[src/rtl/stream_param_1to2_demux_if.sv]
// Handshake bundle for the 1-to-2 stream demux: one input stream, two output
// streams and the per-output delivery counters.
interface stream_param_1to2_demux_if #(
  parameter int unsigned nbits = 8
);
  logic             in_val;
  logic             in_rdy;
  logic [nbits-1:0] in_msg;
  logic             in_sel;

  logic             out0_val;
  logic             out0_rdy;
  logic [nbits-1:0] out0_msg;

  logic             out1_val;
  logic             out1_rdy;
  logic [nbits-1:0] out1_msg;

  logic [7:0]       count0;
  logic [7:0]       count1;

  // Environment side: produces the input stream, consumes both outputs.
  modport master (
    output in_val, in_msg, in_sel, out0_rdy, out1_rdy,
    input  in_rdy, out0_val, out0_msg, out1_val, out1_msg, count0, count1
  );

  // Demux side.
  modport slave (
    input  in_val, in_msg, in_sel, out0_rdy, out1_rdy,
    output in_rdy, out0_val, out0_msg, out1_val, out1_msg, count0, count1
  );
endinterface

[src/rtl/stream_param_1to2_demux.sv]
// Single-entry 1-to-2 stream demultiplexer. A message accepted on the input is
// held in a one-deep buffer and presented on the output chosen by its select
// bit one cycle later. Outputs come straight from the buffer registers; the
// only combinational path through the block is selected out_rdy -> in_rdy,
// which lets a draining buffer refill in the same cycle for full throughput.
module stream_param_1to2_demux #(
  parameter int unsigned nbits = 8
) (
  input logic                      clk,
  input logic                      reset,
  stream_param_1to2_demux_if.slave bus
);

  logic             buf_full_q, buf_full_d;
  logic [nbits-1:0] buf_msg_q,  buf_msg_d;
  logic             buf_sel_q,  buf_sel_d;
  logic [7:0]       count0_q,   count0_d;
  logic [7:0]       count1_q,   count1_d;

  logic out0_val, out1_val;
  logic out0_fire, out1_fire, out_fire;
  logic in_rdy, in_fire;

  // Handshake decode: output fires depend only on registered val and the
  // consumer's rdy; in_rdy is forced low while reset is held.
  always_comb begin
    out0_val  = buf_full_q & ~buf_sel_q;
    out1_val  = buf_full_q &  buf_sel_q;
    out0_fire = out0_val & bus.out0_rdy;
    out1_fire = out1_val & bus.out1_rdy;
    out_fire  = out0_fire | out1_fire;
    in_rdy    = reset & (~buf_full_q | out_fire);
    in_fire   = bus.in_val & in_rdy;
  end

  // Buffer and counter next state: a load wins over a drain so a message
  // arriving while the old one leaves simply replaces it.
  always_comb begin
    buf_full_d = buf_full_q;
    buf_msg_d  = buf_msg_q;
    buf_sel_d  = buf_sel_q;
    count0_d   = count0_q;
    count1_d   = count1_q;

    if (in_fire) begin
      buf_full_d = 1'b1;
      buf_msg_d  = bus.in_msg;
      buf_sel_d  = bus.in_sel;
    end else if (out_fire) begin
      buf_full_d = 1'b0;
    end

    // Counters wrap naturally at 8 bits.
    if (out0_fire) begin
      count0_d = count0_q + 8'd1;
    end
    if (out1_fire) begin
      count1_d = count1_q + 8'd1;
    end
  end

  // State registers; asynchronous reset discards any buffered message.
  always_ff @(posedge clk or negedge reset) begin
    if (!reset) begin
      buf_full_q <= 1'b0;
      buf_msg_q  <= '0;
      buf_sel_q  <= 1'b0;
      count0_q   <= 8'd0;
      count1_q   <= 8'd0;
    end else begin
      buf_full_q <= buf_full_d;
      buf_msg_q  <= buf_msg_d;
      buf_sel_q  <= buf_sel_d;
      count0_q   <= count0_d;
      count1_q   <= count1_d;
    end
  end

  // Output drive: message bus reads zero on the output that is not valid.
  always_comb begin
    bus.in_rdy   = in_rdy;
    bus.out0_val = out0_val;
    bus.out1_val = out1_val;
    bus.out0_msg = out0_val ? buf_msg_q : '0;
    bus.out1_msg = out1_val ? buf_msg_q : '0;
    bus.count0   = count0_q;
    bus.count1   = count1_q;
  end

endmodule

[src/flat_wrapper.sv]
// flat-port wrapper written by rule: the top's interface ports become plain ports
module stream_param_1to2_demux_flat 
#(
  parameter int unsigned nbits = 8
)
  (clk, reset, bus_in_val, bus_in_msg, bus_in_sel, bus_out0_rdy, bus_out1_rdy, bus_in_rdy, bus_out0_val, bus_out0_msg, bus_out1_val, bus_out1_msg, bus_count0, bus_count1);
  stream_param_1to2_demux_if #(.nbits(nbits)) bus_i ();
  input logic clk;
  input logic reset;
  input wire logic [$bits(bus_i.in_val)-1:0] bus_in_val;
  input wire logic [$bits(bus_i.in_msg)-1:0] bus_in_msg;
  input wire logic [$bits(bus_i.in_sel)-1:0] bus_in_sel;
  input wire logic [$bits(bus_i.out0_rdy)-1:0] bus_out0_rdy;
  input wire logic [$bits(bus_i.out1_rdy)-1:0] bus_out1_rdy;
  output wire logic [$bits(bus_i.in_rdy)-1:0] bus_in_rdy;
  output wire logic [$bits(bus_i.out0_val)-1:0] bus_out0_val;
  output wire logic [$bits(bus_i.out0_msg)-1:0] bus_out0_msg;
  output wire logic [$bits(bus_i.out1_val)-1:0] bus_out1_val;
  output wire logic [$bits(bus_i.out1_msg)-1:0] bus_out1_msg;
  output wire logic [$bits(bus_i.count0)-1:0] bus_count0;
  output wire logic [$bits(bus_i.count1)-1:0] bus_count1;
  assign bus_i.in_val = bus_in_val;
  assign bus_i.in_msg = bus_in_msg;
  assign bus_i.in_sel = bus_in_sel;
  assign bus_i.out0_rdy = bus_out0_rdy;
  assign bus_i.out1_rdy = bus_out1_rdy;
  assign bus_in_rdy = bus_i.in_rdy;
  assign bus_out0_val = bus_i.out0_val;
  assign bus_out0_msg = bus_i.out0_msg;
  assign bus_out1_val = bus_i.out1_val;
  assign bus_out1_msg = bus_i.out1_msg;
  assign bus_count0 = bus_i.count0;
  assign bus_count1 = bus_i.count1;
  stream_param_1to2_demux #(.nbits(nbits)) u_core (.clk(clk), .reset(reset), .bus(bus_i));
endmodule
[config.mk]
export PLATFORM = sky130hd
export DESIGN_NAME = stream_param_1to2_demux_flat
export DESIGN_NICKNAME = d
export VERILOG_FILES = /design/src/rtl/stream_param_1to2_demux_if.sv /design/src/rtl/stream_param_1to2_demux.sv /design/src/flat_wrapper.sv
export SDC_FILE = /design/constraint.sdc
export NUM_CORES = 1
export LEC_CHECK = 0
export ABC_AREA = 1
export CAP_MARGIN = 10
export CELL_PAD_IN_SITES_DETAIL_PLACEMENT = 0
export CELL_PAD_IN_SITES_GLOBAL_PLACEMENT = 1
export CORE_ASPECT_RATIO = 1.25
export CORE_MARGIN = 4
export CORE_UTILIZATION = 30
export DETAILED_ROUTE_END_ITERATION = 12
export PLACE_DENSITY_LB_ADDON = 0.3
export SLEW_MARGIN = 20
export SYNTH_ARGS = -nofsm -noshare
export SYNTH_HDL_FRONTEND = slang
export SYNTH_SLANG_ARGS = --single-unit
export TNS_END_PERCENT = 1
[constraint.sdc]
create_clock -name clk -period 2.9 [get_ports clk]
set_input_delay 0.435 -clock clk [delete_from_list [all_inputs] [get_ports clk]]
set_output_delay 0.435 -clock clk [all_outputs]
set_load 0.01 [all_outputs]
==> results of run 1 <==
## path summary, 6_finish.rpt
path / start / cells past startpoint / end / slack (ns)
hold reg to reg: u_core.buf_msg_q[4] / 2 / u_core.buf_msg_q[4] / 0.48
setup reg to reg: u_core.buf_sel_q / 7 / u_core.buf_msg_q[0] / 1.37
min in group clk: u_core.buf_msg_q[4] / 2 / u_core.buf_msg_q[4] / 0.48
max in group asynchronous: reset / 2 / u_core.bus.count1[1] / 2.40
hold / removal: reset / 2 / u_core.bus.count1[6] / 0.19
setup / recovery: bus_out1_rdy / 5 / bus_in_rdy / 0.56
## cell families after synthesis
logic type	Yosys count	share of synthesized area [%]
DFF	26	49.3
adders and majority gates	2	1.90
xor gates and xnor gates	8	5.31
buffers and inverters	31	9.11
and+or+nand+nor	103	34.3
## flip-flops by register name, indices dropped and copies added (netlist names)
register and flops:
u_core.buf_sel_q 1, u_core.buf_msg_q 8, u_core.bus.count0 8, u_core.bus.count1 8
u_core.buf_full_q 1
## synthesized netlist by cell type (all sizes together)
master	number	area share, %
xnor2	3	2.0
ha	2	1.9
nor2	23	6.9
clkbuf	2	0.57
nand3	11	5.3
nand4	12	5.7
nand2	56	16
dfrtp	26	49
xor2	5	3.3
and2	1	0.47
inv	28	8.0
buf	1	0.57
## critical path, cell delays in order
cell	delay (ns)
clkdlybuf4s50_1	0.48
nand3_2	0.16
nand3_1	0.17
and2_1	0.13
clkdlybuf4s50_1	0.53
## layer usage
metal  GRT usage (%)  vias to the layer above  share of wire [%]
met5               0                        -                  0
met4            5.68                        0                1.6
met3            2.30                        4                4.0
met2            21.7                       31                 48
met1            14.9                      553                 46
li1                -                      621                  -
## report_power, final
part           switching [mW]  internal [mW]
Clock                   0.121          0.185
Sequential              0.131          0.503
Combinational           0.404          0.406
## cell type report
type,instances,share of cell area [%]
Clock buffer,3,2.13
Clock inverter,1,1.55
Inverter,28,5.43
Multi-Input combinational cell,113,28.3
Sequential cell,26,33.6
Tap cell,56,3.62
Timing Repair Buffer,50,25.3
## per-stage QoR
stage	instances	area (um^2)	setup WS (ns)	total power [mW]
3_5_place_dp	273	1860	0.519	1.47
6_report	277	1940	0.557	1.75
2_1_floorplan	170	1320	1.57	1.03
5_1_grt	277	1940	0.459	1.89
3_3_place_gp	273	1860	0.530	1.46
4_1_cts	277	1940	0.517	1.78
## placed cells by master, fill, tap and decap left out, drive strengths merged
cell,count
clkdlybuf4s50,47
xor2,5
nor2,23
bufinv,1
buf,3
nand4,12
nand2,56
and2,1
nand3,11
dfrtp,26
inv,28
clkbuf,3
xnor2,3
ha,2
==> impl_metrics.toml, run 1 <==
[grt]
grt_overflow = 0
track_usage_pct = 12.5
grt_max_degree = 37
grt_antenna_before_repair = 0
grt_pass1_vias = 1181
grt_pass1_wl_um = 5340

[cells_and_area]
diodes = 0
final_core_util_pct = 46.5
fill_cells = 443
multiInputGateArea_um2 = 548
drive_above_1_share_pct = 5.43
syn_to_final_growth_pct = 46.8
regArea_um2 = 651
final_nets = 238

[clock_network]
cts_root_buffer = "clkbuf_8"
clkLatencyLatePin_ns = 0.27
cts_made_buffers = 3
post_cts_resize_count = 0
cts_hold_buffers = 0
clock_sinks = 26
cts_tree = "built"
postCtsSetupRepairBufs = 0
htreeDepth = 1
path_clk_slew_ns = 0.10
cts_buffer_depth = 2

[sta]
setup_viol = 0
clock_skew_ns = 0.00582
whs_ns = 0.192
hold_viol = 0
max_freq_mhz = 427
tns_ns = 0
period_needed_ns = 2.34
tightest_slew_ns = 0.422
relSlewSlack_pct = 71.9
drv_slew = 0
fin_crit_sh_pct = 80.8
rsz0062_at_grt = "false"

[setup_path]
critical_path_class = "in2out"
cp-start-kind = "primary input"
crit_arrival_ns = 1.91
path_max_fanout = 7
end_kind = "output port"
cp.required_ns = 2.47

[power_and_ir_drop]
p_leak_nw = 0.954
peakVddDrop_uv = 446
powerDensity_nw_per_um2 = 904

[detailed_routing]
vias = 1209
drc = 0
viasPerCell = 4.36
avgRoutedWirePerCell_um = 11.6
routed_wirelength_um = 3200
first_pass_iters = 4
antenna_left = 0
drt_iter0_drc = 48

[worst_hold_path]
min-delay-path-class = "in2async"

[run]
drv_cap = 0

[run_status]
status = "complete, no violations"

[floorplan]
io_pins = 49
dieWidth_um = 67.3
die_h_um = 82.1
rows = 26
dieArea_um2 = 5530
core-area_um2 = 4160
start_util_pct = 31.7

[synth]
synth_warnings = 0
yosysSeqAreaShare_pct = 49.3
netlist_area_um2 = 1320
synth_cell_types = 14
synthCells = 170
ys_ff_latch = 26
syn_area_per_cell_um2 = 7.76
synthesis.nets = 186

[placement]
portBuffers = 48
hpwl_um = 2330
gp_congestion = 0.725
No activity file was read; power rests on OpenSTA's default activity.
==> run 2, diff against run 1 <==
- CORE_UTILIZATION: 30 -> 28
- clock period: 2.9 -> 2.1 ns (I/O delays scaled with it)
==> run 2 against run 1 <==
Non-clock buffer count grew 2. Flip-flop and latch count unchanged. Register-to-register slack worse by 0.65 ns. Worst hold slack better by 0.29 ns. Largest cell class unchanged. Highest routed layer unchanged. Sequential share of layout area is 0.19 points lower. Global-route usage shrank 1.9 points. Via count decreased by 0.25%. Design area grew 0.58%. Critical path depth stayed put. Critical path type is now reg2out. Wire length shrank 3.5%.
==> impl_metrics.toml, run 2 (synthesis results as in run 1) <==
[clock_network]
clock_sinks = 26
cts_made_buffers = 3
cts_hold_buffers = 0
htreeDepth = 1
cts_root_buffer = "clkbuf_8"
clkLatencyLatePin_ns = 0.27
cts_tree = "built"
path_clk_slew_ns = 0.09
cts_buffer_depth = 2

[power_and_ir_drop]
p_leak_nw = 0.956
powerDensity_nw_per_um2 = 1200
switching_share_pct = 38.2
peakVddDrop_uv = 426
p_comb_share_pct = 48.4
pwr-share-clk_pct = 13.8
internal_power_mw = 1.44
p_switching_uw = 890
power_frac_seq_pct = 37.8

[floorplan]
rows = 27
io_pins = 49
dieWidth_um = 69.4
start_util_pct = 29.4
core-area_um2 = 4490
dieArea_um2 = 5880
die_h_um = 84.7

[cells_and_area]
fill_cells = 458
diodes = 0
final_common_cell = "nand2_1"
final_cell_mix = "54 x nand2_1, 48 x clkdlybuf4s50_1, 28 x inv_1"
syn_to_final_growth_pct = 47.6
drive_above_1_share_pct = 6.73
final_nets = 240

[run_status]
status = "complete, no violations"

[grt]
track_usage_pct = 10.6
grt_pass1_wl_um = 5130
grt_overflow = 0
grt_max_degree = 37
grt_pass1_vias = 1169
grt_antenna_before_repair = 0

[sta]
period_needed_ns = 1.95
drv_slew = 0
hold_viol = 0
whs_ns = 0.478
setup_viol = 0
clock_skew_ns = 0.00435
fin_crit_sh_pct = 93.0
tns_ns = 0
rsz0062_at_grt = "false"
max_freq_mhz = 512
tightest_slew_ns = 0.431
relSlewSlack_pct = 71.3

[placement]
hpwl_um = 2370
gp_congestion = 0.697
portBuffers = 48

[detailed_routing]
viasPerCell = 4.29
antenna_left = 0
vias = 1206
avgRoutedWirePerCell_um = 11.0
drc = 0
first_pass_iters = 2
drt_iter0_drc = 29
routed_wirelength_um = 3090

[setup_path]
path_max_fanout = 4
cp-start-kind = "flip-flop"
crit_arrival_ns = 1.64
end_kind = "output port"
cp.required_ns = 1.78
critical_path_class = "reg2out"

[run]
drv_cap = 0

[worst_hold_path]
min-delay-path-class = "reg2reg"
run 2: cell count changes in the layout (fill, tap and decap cells not counted), sizes merged:
cell,before,now
bufinv,1,0
buf,3,4
clkbuf,3,4
clkdlybuf4s50,47,48
run 2: layout make-up:
class                           count  area [um^2]  share of cell area [%]
Inverter                           28          105                    5.40
Timing Repair Buffer               52          510                    26.2
Clock buffer                        4         55.1                    2.83
Tap cell                           58         72.6                    3.73
Multi-Input combinational cell    113          553                    28.4
Sequential cell                    26          651                    33.4
run 2: worst paths after layout:
| path | from | to | slack [ns] | cells after the start |
|---|---|---|---|---|
| max | u_core.buf_sel_q | bus_in_rdy | 0.15 | 5 |
| min in group asynchronous | reset | u_core.buf_msg_q[6] | 0.54 | 2 |
| min reg2reg | u_core.buf_msg_q[4] | u_core.buf_msg_q[4] | 0.48 | 2 |
| max in group asynchronous | reset | u_core.buf_msg_q[0] | 1.25 | 2 |
| min | u_core.buf_msg_q[4] | u_core.buf_msg_q[4] | 0.48 | 2 |
| max reg2reg | u_core.buf_sel_q | u_core.buf_msg_q[1] | 0.72 | 7 |
run 2: layer usage:
layer	share of wire (%)	track usage [%]	wire length [um]
met5	0	0	0
met4	1.4	4.26	44
met3	5.1	1.80	156
met2	44	17.5	1370
met1	49	13.7	1520
run 2: worst max-delay path, stage by stage (launching register included):
cell and delay, ns:
dfrtp_1 0.44, inv_1 0.11, nand3_2 0.07, nand3_1 0.09
and2_1 0.13, clkdlybuf4s50_1 0.53
run 2: repair_timing:
action	4_1_cts	5_1_grt
endpoints found under the setup margin	0	9
resized for setup	0	2
buffers inserted	0	0
run 2: metrics by stage:
| stage | worst slack, ns | power, mW | utilization (%) | instance area, um^2 | std cells |
|---|---|---|---|---|---|
| floorplan | 0.885 | 1.43 | - | 1320 | 170 |
| global placement | 0.174 | 2.02 | 42.0 | 1890 | 277 |
| detailed placement | 0.148 | 2.03 | 42.0 | 1890 | 277 |
| CTS | 0.0567 | 2.36 | 43.2 | 1940 | 281 |
| global route | 0.0348 | 2.53 | 43.3 | 1950 | 281 |
| finish | 0.147 | 2.33 | 43.3 | 1950 | 281 |
run 2: power by group through the flow:
stage,registers [mW],logic (mW),clock network (mW)
after global placement,0.887,1.14,0
final,0.881,1.13,0.321
after floorplan,0.901,0.527,0
after CTS,0.880,1.15,0.336
after detailed placement,0.888,1.14,0
after global routing,0.923,1.26,0.351
==> run 3, diff against run 2 <==
- SKIP_CTS_REPAIR_TIMING: unset -> 1
==> results of run 3 <==
No change in the layout: final DEF, timing and power equal those of run 2.
